$ cat src/rtl/cpu_ahb_master.sv
// Single-outstanding AHB-Lite master bridging a simple CPU request/ack port.
// Optional HREADY timeout abort is compiled in with `define CPU_AHB_TIMEOUT_EN.
module cpu_ahb_master #(
  parameter int TIMEOUT_CYCLES = 255
) (
  input  logic        HCLK,
  input  logic        HRESETn,
  input  logic        cpu_req,
  input  logic        cpu_we,
  input  logic [31:0] cpu_addr,
  input  logic [1:0]  cpu_size,
  input  logic [31:0] cpu_wdata,
  output logic        cpu_busy,
  output logic        cpu_ack,
  output logic        cpu_err,
  output logic [31:0] cpu_rdata,
  output logic [31:0] HADDR,
  output logic [1:0]  HTRANS,
  output logic        HWRITE,
  output logic [2:0]  HSIZE,
  output logic [2:0]  HBURST,
  output logic [31:0] HWDATA,
  input  logic [31:0] HRDATA,
  input  logic        HREADY,
  input  logic        HRESP
);

  typedef enum logic [1:0] {IDLE = 2'd0, ADDR = 2'd1, DATA = 2'd2} state_t;

  state_t      state, state_nx;
  logic [31:0] wdata_q, wdata_nx, haddr_nx, hwdata_nx, rdata_nx;
  logic [1:0]  htrans_nx;
  logic [2:0]  hsize_nx;
  logic        hwrite_nx, ack_nx, err_nx, legal, to_hit;

  if (TIMEOUT_CYCLES < 1 || TIMEOUT_CYCLES > 255) begin : g_bad_timeout
    $error("TIMEOUT_CYCLES must be in 1..255");
  end

  // Little-endian lane placement of right-justified CPU data onto the bus
  function automatic logic [31:0] lane_wr(input logic [1:0] sz, input logic [1:0] a,
                                          input logic [31:0] d);
    case (sz)
      2'b00:   lane_wr = {24'h0, d[7:0]} << {a, 3'b000};
      2'b01:   lane_wr = {16'h0, d[15:0]} << {a[1], 4'b0000};
      default: lane_wr = d;
    endcase
  endfunction

  function automatic logic [31:0] lane_rd(input logic [1:0] sz, input logic [1:0] a,
                                          input logic [31:0] d);
    case (sz)
      2'b00:   lane_rd = (d >> {a, 3'b000}) & 32'h0000_00FF;
      2'b01:   lane_rd = (d >> {a[1], 4'b0000}) & 32'h0000_FFFF;
      default: lane_rd = d;
    endcase
  endfunction

  assign legal = (cpu_size == 2'b00) ||
                 (cpu_size == 2'b01 && !cpu_addr[0]) ||
                 (cpu_size == 2'b10 && cpu_addr[1:0] == 2'b00);

  assign cpu_busy = (state != IDLE);
  assign HBURST   = 3'b000;

`ifdef CPU_AHB_TIMEOUT_EN
  logic [7:0] to_cnt, to_cnt_nx;
  assign to_hit    = cpu_busy && !HREADY && (to_cnt == 8'(TIMEOUT_CYCLES - 1));
  assign to_cnt_nx = (!cpu_busy || HREADY || to_hit) ? 8'd0 : to_cnt + 8'd1;

  always_ff @(posedge HCLK or negedge HRESETn)
    if (!HRESETn) to_cnt <= 8'd0;
    else          to_cnt <= to_cnt_nx;
`else
  assign to_hit = 1'b0;
`endif

  always_comb begin
    state_nx  = state;
    haddr_nx  = HADDR;
    htrans_nx = HTRANS;
    hwrite_nx = HWRITE;
    hsize_nx  = HSIZE;
    hwdata_nx = HWDATA;
    wdata_nx  = wdata_q;
    ack_nx    = 1'b0;
    err_nx    = cpu_err;
    rdata_nx  = cpu_rdata;
    case (state)
      IDLE:
        if (cpu_req) begin
          if (legal) begin
            state_nx  = ADDR;
            htrans_nx = 2'b10;
            haddr_nx  = cpu_addr;
            hwrite_nx = cpu_we;
            hsize_nx  = {1'b0, cpu_size};
            wdata_nx  = cpu_wdata;
          end else begin
            // Rejected locally: error ack without touching the bus
            ack_nx   = 1'b1;
            err_nx   = 1'b1;
            rdata_nx = 32'h0;
          end
        end
      ADDR:
        if (to_hit) begin
          state_nx  = IDLE;
          htrans_nx = 2'b00;
          ack_nx    = 1'b1;
          err_nx    = 1'b1;
          rdata_nx  = 32'h0;
        end else if (HREADY) begin
          state_nx  = DATA;
          htrans_nx = 2'b00;
          hwdata_nx = HWRITE ? lane_wr(HSIZE[1:0], HADDR[1:0], wdata_q) : 32'h0;
        end
      DATA:
        if (to_hit) begin
          state_nx  = IDLE;
          htrans_nx = 2'b00;
          ack_nx    = 1'b1;
          err_nx    = 1'b1;
          rdata_nx  = 32'h0;
        end else if (HREADY) begin
          state_nx = IDLE;
          ack_nx   = 1'b1;
          err_nx   = HRESP;
          rdata_nx = HWRITE ? 32'h0 : lane_rd(HSIZE[1:0], HADDR[1:0], HRDATA);
        end
      default: state_nx = IDLE;
    endcase
  end

  always_ff @(posedge HCLK or negedge HRESETn)
    if (!HRESETn) begin
      state     <= IDLE;
      HADDR     <= 32'h0;
      HTRANS    <= 2'b00;
      HWRITE    <= 1'b0;
      HSIZE     <= 3'b000;
      HWDATA    <= 32'h0;
      wdata_q   <= 32'h0;
      cpu_ack   <= 1'b0;
      cpu_err   <= 1'b0;
      cpu_rdata <= 32'h0;
    end else begin
      state     <= state_nx;
      HADDR     <= haddr_nx;
      HTRANS    <= htrans_nx;
      HWRITE    <= hwrite_nx;
      HSIZE     <= hsize_nx;
      HWDATA    <= hwdata_nx;
      wdata_q   <= wdata_nx;
      cpu_ack   <= ack_nx;
      cpu_err   <= err_nx;
      cpu_rdata <= rdata_nx;
    end

endmodule

$ cat config.mk
export PLATFORM = sky130hd
export DESIGN_NAME = cpu_ahb_master
export DESIGN_NICKNAME = d
export VERILOG_FILES = /design/src/rtl/cpu_ahb_master.sv
export SDC_FILE = /design/constraint.sdc
export NUM_CORES = 1
export LEC_CHECK = 0
export ABC_AREA = 1
export BUFFER_PORTS_ARGS = -buffer_cell sky130_fd_sc_hd__buf_2
export CAP_MARGIN = 15
export CORE_ASPECT_RATIO = 2
export CORE_MARGIN = 3
export CORE_UTILIZATION = 40
export CTS_CLUSTER_SIZE = 28
export DETAILED_ROUTE_END_ITERATION = 16
export GPL_TIMING_DRIVEN = 0
export PLACE_DENSITY = 0.67
export SLEW_MARGIN = 20
export SYNTH_ARGS = -nofsm -noshare
export SYNTH_HDL_FRONTEND = slang
export SYNTH_SLANG_ARGS = --single-unit
$ cat constraint.sdc
create_clock -name HCLK -period 1.6 [get_ports HCLK]
set_input_delay 0.08 -clock HCLK [delete_from_list [all_inputs] [get_ports HCLK]]
set_output_delay 0.08 -clock HCLK [all_outputs]
set_load 0.02 [all_outputs]
# After elaboration in Yosys (flattened, before gate mapping)
# Index checks and enable logic that the tools add are counted.
[word_totals]
register_bits = 137
output_inout_bits = 108
word_cells = 65
inputBits = 104
[op_classes]
muxes = 24
shifts = 4
n_reduce_logical = 17
n_eq_ne = 10
[op_table]
columns = ["operator", "count"]
rows = [
  ["32-bit one-hot mux with 2 select lines", 3],
  ["32-bit two-way mux", 5],
  ["16-bit by 5-bit << shifter with 32-bit output", 1],
  ["8-bit by 5-bit << shifter with 32-bit output", 1],
  ["32-bit by 5-bit >> shifter with 16-bit output", 1],
  ["32-bit by 5-bit >> shifter with 8-bit output", 1],
  ["2-bit two-way mux", 6],
  ["4-bit AND reduction", 3],
  ["2-bit inequality test, second input constant", 5],
  ["2-bit logical NOT", 4],
  ["2-bit by 1-bit == test with 1-bit output, second input constant", 3],
  ["1-bit two-way mux", 6],
  ["2-bit one-hot mux with 3 select lines", 1],
  ["2-bit nonzero test", 3],
  ["2-bit == test, second input constant", 2],
  ["1-bit one-hot mux with 2 select lines", 2],
  ["2-bit one-hot mux with 2 select lines", 1],
  ["3-bit AND reduction", 1],
  ["1-bit logical AND", 2],
  ["1-bit logical OR", 2],
  ["2-bit AND reduction", 1],
  ["1-bit logical NOT", 1],
]

# Longest topological paths before layout
[depth]
ltp_word = 7
mapped_depth = 9
depth_no_buf = 7

# Least setup slack after synthesis
# Ideal clock, no wire load.
[synth_path]
path_kind = "register to register"
startpoint = "register state[1]"
endpoint = "register cpu_rdata[4]"
path_slack_ns = 0.220
required_ns = 1.483
n_path_buf = 1
setup_time_ns = 0.117
stages_incl_launch_ff = 8
period_less_slack_ns = 1.380
t_arrival_ns = 1.263
cell_sequence = "dfrtp_1 > nor2_2 > inv_2 > o21ai_4 > nand2_2 > buf_6 > nand2_1 > nand2_1"
[synth_via]
elab_chain_len = 3
elab_cells_between_ends = 8
cone_classes = "eq/ne: 4; mux: 1; reduce/logical: 3"
[synth_lines]
columns = ["element", "line", "text"]
rows = [
  ["start: declaration", "30", "state_t state, state_nx;"],
  ["start signal: assignment", "148", "state <= state_nx;"],
  ["2-bit == test / 2-bit logical NOT (equally long branches)", "89", "case (state)"],
  ["2-bit inequality test (no line) / 2-bit nonzero test (equally long branches)", "--", ""],
  ["4-bit AND reduction (no line)", "--", ""],
  ["end signal: assignment", "157", "cpu_rdata <= rdata_nx;"],
  ["end: declaration", "16", "output logic [31:0] cpu_rdata,"],
]
# Parallel ways exist; a longest one is shown, timed or not.
# A chain may end at the register's enable or synchronous reset.

# Final worst setup path
[layout_path]
startpoint = "register HADDR[1]"
endpoint = "register HWDATA[17]"
[layout_via]
elab_chain_len = 3
elab_cells_between_ends = 4
cone_classes = "shift: 2; mux: 2"
[layout_lines]
columns = ["element", "line", "text"]
rows = [
  ["start: declaration", "17", "output logic [31:0] HADDR,"],
  ["start signal: assignment", "149", "HADDR <= haddr_nx;"],
  ["16-bit by 5-bit << shifter with 32-bit output / 8-bit by 5-bit << shifter with 32-bit output (equally long branches)", "45, 44", ""],
  ["32-bit one-hot mux with 2 select lines *", "43", "case (sz)"],
  ["32-bit two-way mux *", "116", "hwdata_nx = HWRITE ? lane_wr(HSIZE[1:0], HADDR[1:0], wdata_q) : 32'h0;"],
  ["end signal: assignment", "153", "HWDATA <= hwdata_nx;"],
  ["end: declaration", "22", "output logic [31:0] HWDATA,"],
]
# Mark *: on every way between the ends. The rest lies on a longest branch, timed or not.

==> run metrics <==
simple logic cell fraction of the synthesized area 40.8%; min-delay src HRDATA[3]; synthesis-stage register bit count 136; Final Hold Fails 0; clk slew on worst S/H paths 0.06 ns; Mapped Area 6440 sq um; layout cells sized above 1 27.6%; post-synth cell types 25; critical path's largest stage delay 0.57 ns; Hold Crit Class in -> reg; Worst-Margin Slew 0.544 ns; Crit Path Max Fanout 10; Synth Area in XOR/XNOR 0%; initial DRC count 377; cell count after synthesis 836; initial antenna violation count 0; largest cells by area after synthesis dfrtp_1 (53%), nand2_1 (26%), nand3_1 (10%), buf_2 (2.2%), nor3b_1 (1.9%); Clock Skew 0.0119 ns; CP Data Arrival Time 1.92 ns; Die ar. 17800 sq um; gpl congestion 0.951; Initial Utilization 40.8%; max frequency 644 MHz; drt via density 4.90; clock tree buffer depth 2; die height 185 um; Synth-to-Final Area Change 44.4%; Yosys top cell by area dfrtp_1; DP HPWL 16.5 mm; Worst VDD drop 0.000821 V; CTS tree built; critical path required time 1.96 ns; PwrDens 1630 nW/um^2; vias in the first global route 6850; Synth Warn # 0; largest net degree at the start of global routing 74; relative slew slack 63.8%; Synth top area share 52.8%; Hold WS 0.0182 ns; fill count 1519; Final #Nets 1249; Root Driver clkbuf_16; CP Capture Type flip-flop; worst path cell trace clkbuf_1 > nand3_1 > nand2_1 > nand2_1 > nand2_1; post-route ant nets 0; row count 65; Setup crit start kind flip-flop; grt total ovfl 0; Residual DRC 0; Seq/Total Area, Yosys 52.8%; first-pass GRT wire length 35.0 mm; Max Cap Violations 0; clk_lat worst skew 0.43 ns; CP dominant cell by count nand2_1; Tmin final 1.55 ns; delay-heaviest family, CP flip-flops; syn_area_per_cell 7.71 sq um; CP max-delay cell dfrtp_1; RSZ-0062 raised after global routing true; Min-Delay Path Depth 5; htree depth 4; chip width 95.7 um; Reg2Reg Launch Point HADDR[1]; GRT Total Usage 26.1%; Worst Path Buf+Inv 1; post-synthesis mux area share 0%; status completed; Synth Area in Adders 0%; Routed WL 22.3 mm; Finish-stage setup viols 0; hold worst-path end cpu_rdata[3]; reg2reg setup slack 0.05 ns; number of buffers added on ports 206; wire length per cell 16.4 um; core region area 15800 sq um; compound-gate portion of the synthesized area 0.971%; Crit Path Class reg -> reg; vias 6662; R2R depth 5; leak pwr 5.31 nW; Final period util 97.0%; I/O pin count 212; Max Slew Vio Count 0; setup_tns 0 ns; Worst R2R End HWDATA[17]; largest family of logic cells by synthesized area simple AND/OR/NAND/NOR gates; CTS buffer count 17; DRT Pass-1 Iters 5; CTS sink count 136
## worst min-delay path, delay by kind of cell
family,cells,cell delay (ns)
AND/OR/NAND/NOR,4,0.23
buffers and inverters,1,0.10
## layer usage
| layer | part of all wire (%) | GRT usage, % |
|---|---|---|
| met1 | 34 | 26.0 |
| met2 | 54 | 47.1 |
| met3 | 5.0 | 4.69 |
| met4 | 6.7 | 18.6 |
| met5 | 0 | 0 |
## per-stage QoR
step	power (mW)	setup slack [ns]	area, sq um	util, %	std cells
after floorplan	8.40	0.220	6460	-	840
after global placement	10.4	-1.48	7740	49.1	1247
after detailed placement	10.5	-0.167	7780	49.3	1248
after CTS	15.1	-0.000254	9190	58.2	1352
after global routing	16.0	-0.0221	9300	58.9	1359
final	15.2	0.0478	9300	58.9	1360
## cell type report
class | count | area, sq um | area share [%]
Clock inverter | 14 | 220 | 2.37
Sequential cell | 136 | 3400 | 36.6
Inverter | 14 | 52.6 | 0.565
Tap cell | 201 | 251 | 2.70
Antenna cell | 1 | 2.50 | 0.0269
Timing Repair Buffer | 287 | 1840 | 19.8
Multi-Input combinational cell | 633 | 2750 | 29.6
Buffer | 56 | 332 | 3.57
Clock buffer | 18 | 439 | 4.72
## Yosys cell counts
cell type,number
nand2_1,444
dfrtp_1,136
nand3_1,130
buf_2,28
clkbuf_1,18
nand4_1,17
nor3b_1,16
inv_1,12
buf_4,5
nor2_2,4
o21ai_1,4
buf_1,3
buf_6,3
nand2_2,3
inv_2,2
nor2_4,2
a21oi_1,1
a21oi_2,1
conb_1,1
nand3_2,1
nor2_1,1
o21ai_0,1
o21ai_4,1
o31ai_1,1
or2_2,1
## state kept, by name (all words and copies together), names as in the netlist
name,cells
HWRITE,1
state,2
wdata_q,32
HWDATA,32
cpu_ack,1
HTRANS,1
HADDR,32
HSIZE,2
cpu_rdata,32
cpu_err,1
## kinds of logic (layout without fill, tap and decap cells)
group,after synthesis,count (layout)
and+or+nand+nor,619,619
DFF,136,136
buffers and inverters,71,389
AOI/OAI and AO/OA,9,9
other,1,6
## cell usage in the layout, fill, tap and decap left out, types with 6 or more instances in the layout
cell type | netlist | routed
buf_2 | 28 | 225
buf_4 | 5 | 16
clkbuf_1 | 18 | 6
clkbuf_16 | 0 | 17
clkbuf_2 | 0 | 11
clkbuf_4 | 0 | 8
dfrtp_1 | 136 | 135
dlygate4sd3_1 | 0 | 70
inv_1 | 12 | 9
nand2_1 | 444 | 443
nand3_1 | 130 | 129
nand4_1 | 17 | 17
nor3b_1 | 16 | 16
## power by group
part,total [mW],switching [mW],internal [mW]
registers,5.25,0.798,4.45
clock network,4.39,1.58,2.82
logic,5.53,3.68,1.85
total,15.2,6.06,9.12
## repair_timing
action,CTS,global route
endpoints found under the hold margin,133,0
endpoints found under the setup margin,117,116
hold buffers,70,0
pin swaps,1,3
gates resized for setup,12,32
buffers inserted,3,7
## worst max-delay path by stage
stage | from | to | slack [ns] | depth (start not counted)
after floorplan | state[1] | cpu_rdata[4] | 0.22 | 7
after global placement | HRESETn | wdata_q[19] | -1.48 | 1
after detailed placement | HADDR[1] | cpu_rdata[6] | -0.17 | 8
after CTS | HADDR[0] | cpu_rdata[6] | -0.0003 | 7
after global routing | state[1] | HWDATA[1] | -0.02 | 7
final | HADDR[1] | HWDATA[17] | 0.05 | 5
No activity file was read; power rests on OpenSTA's default activity.
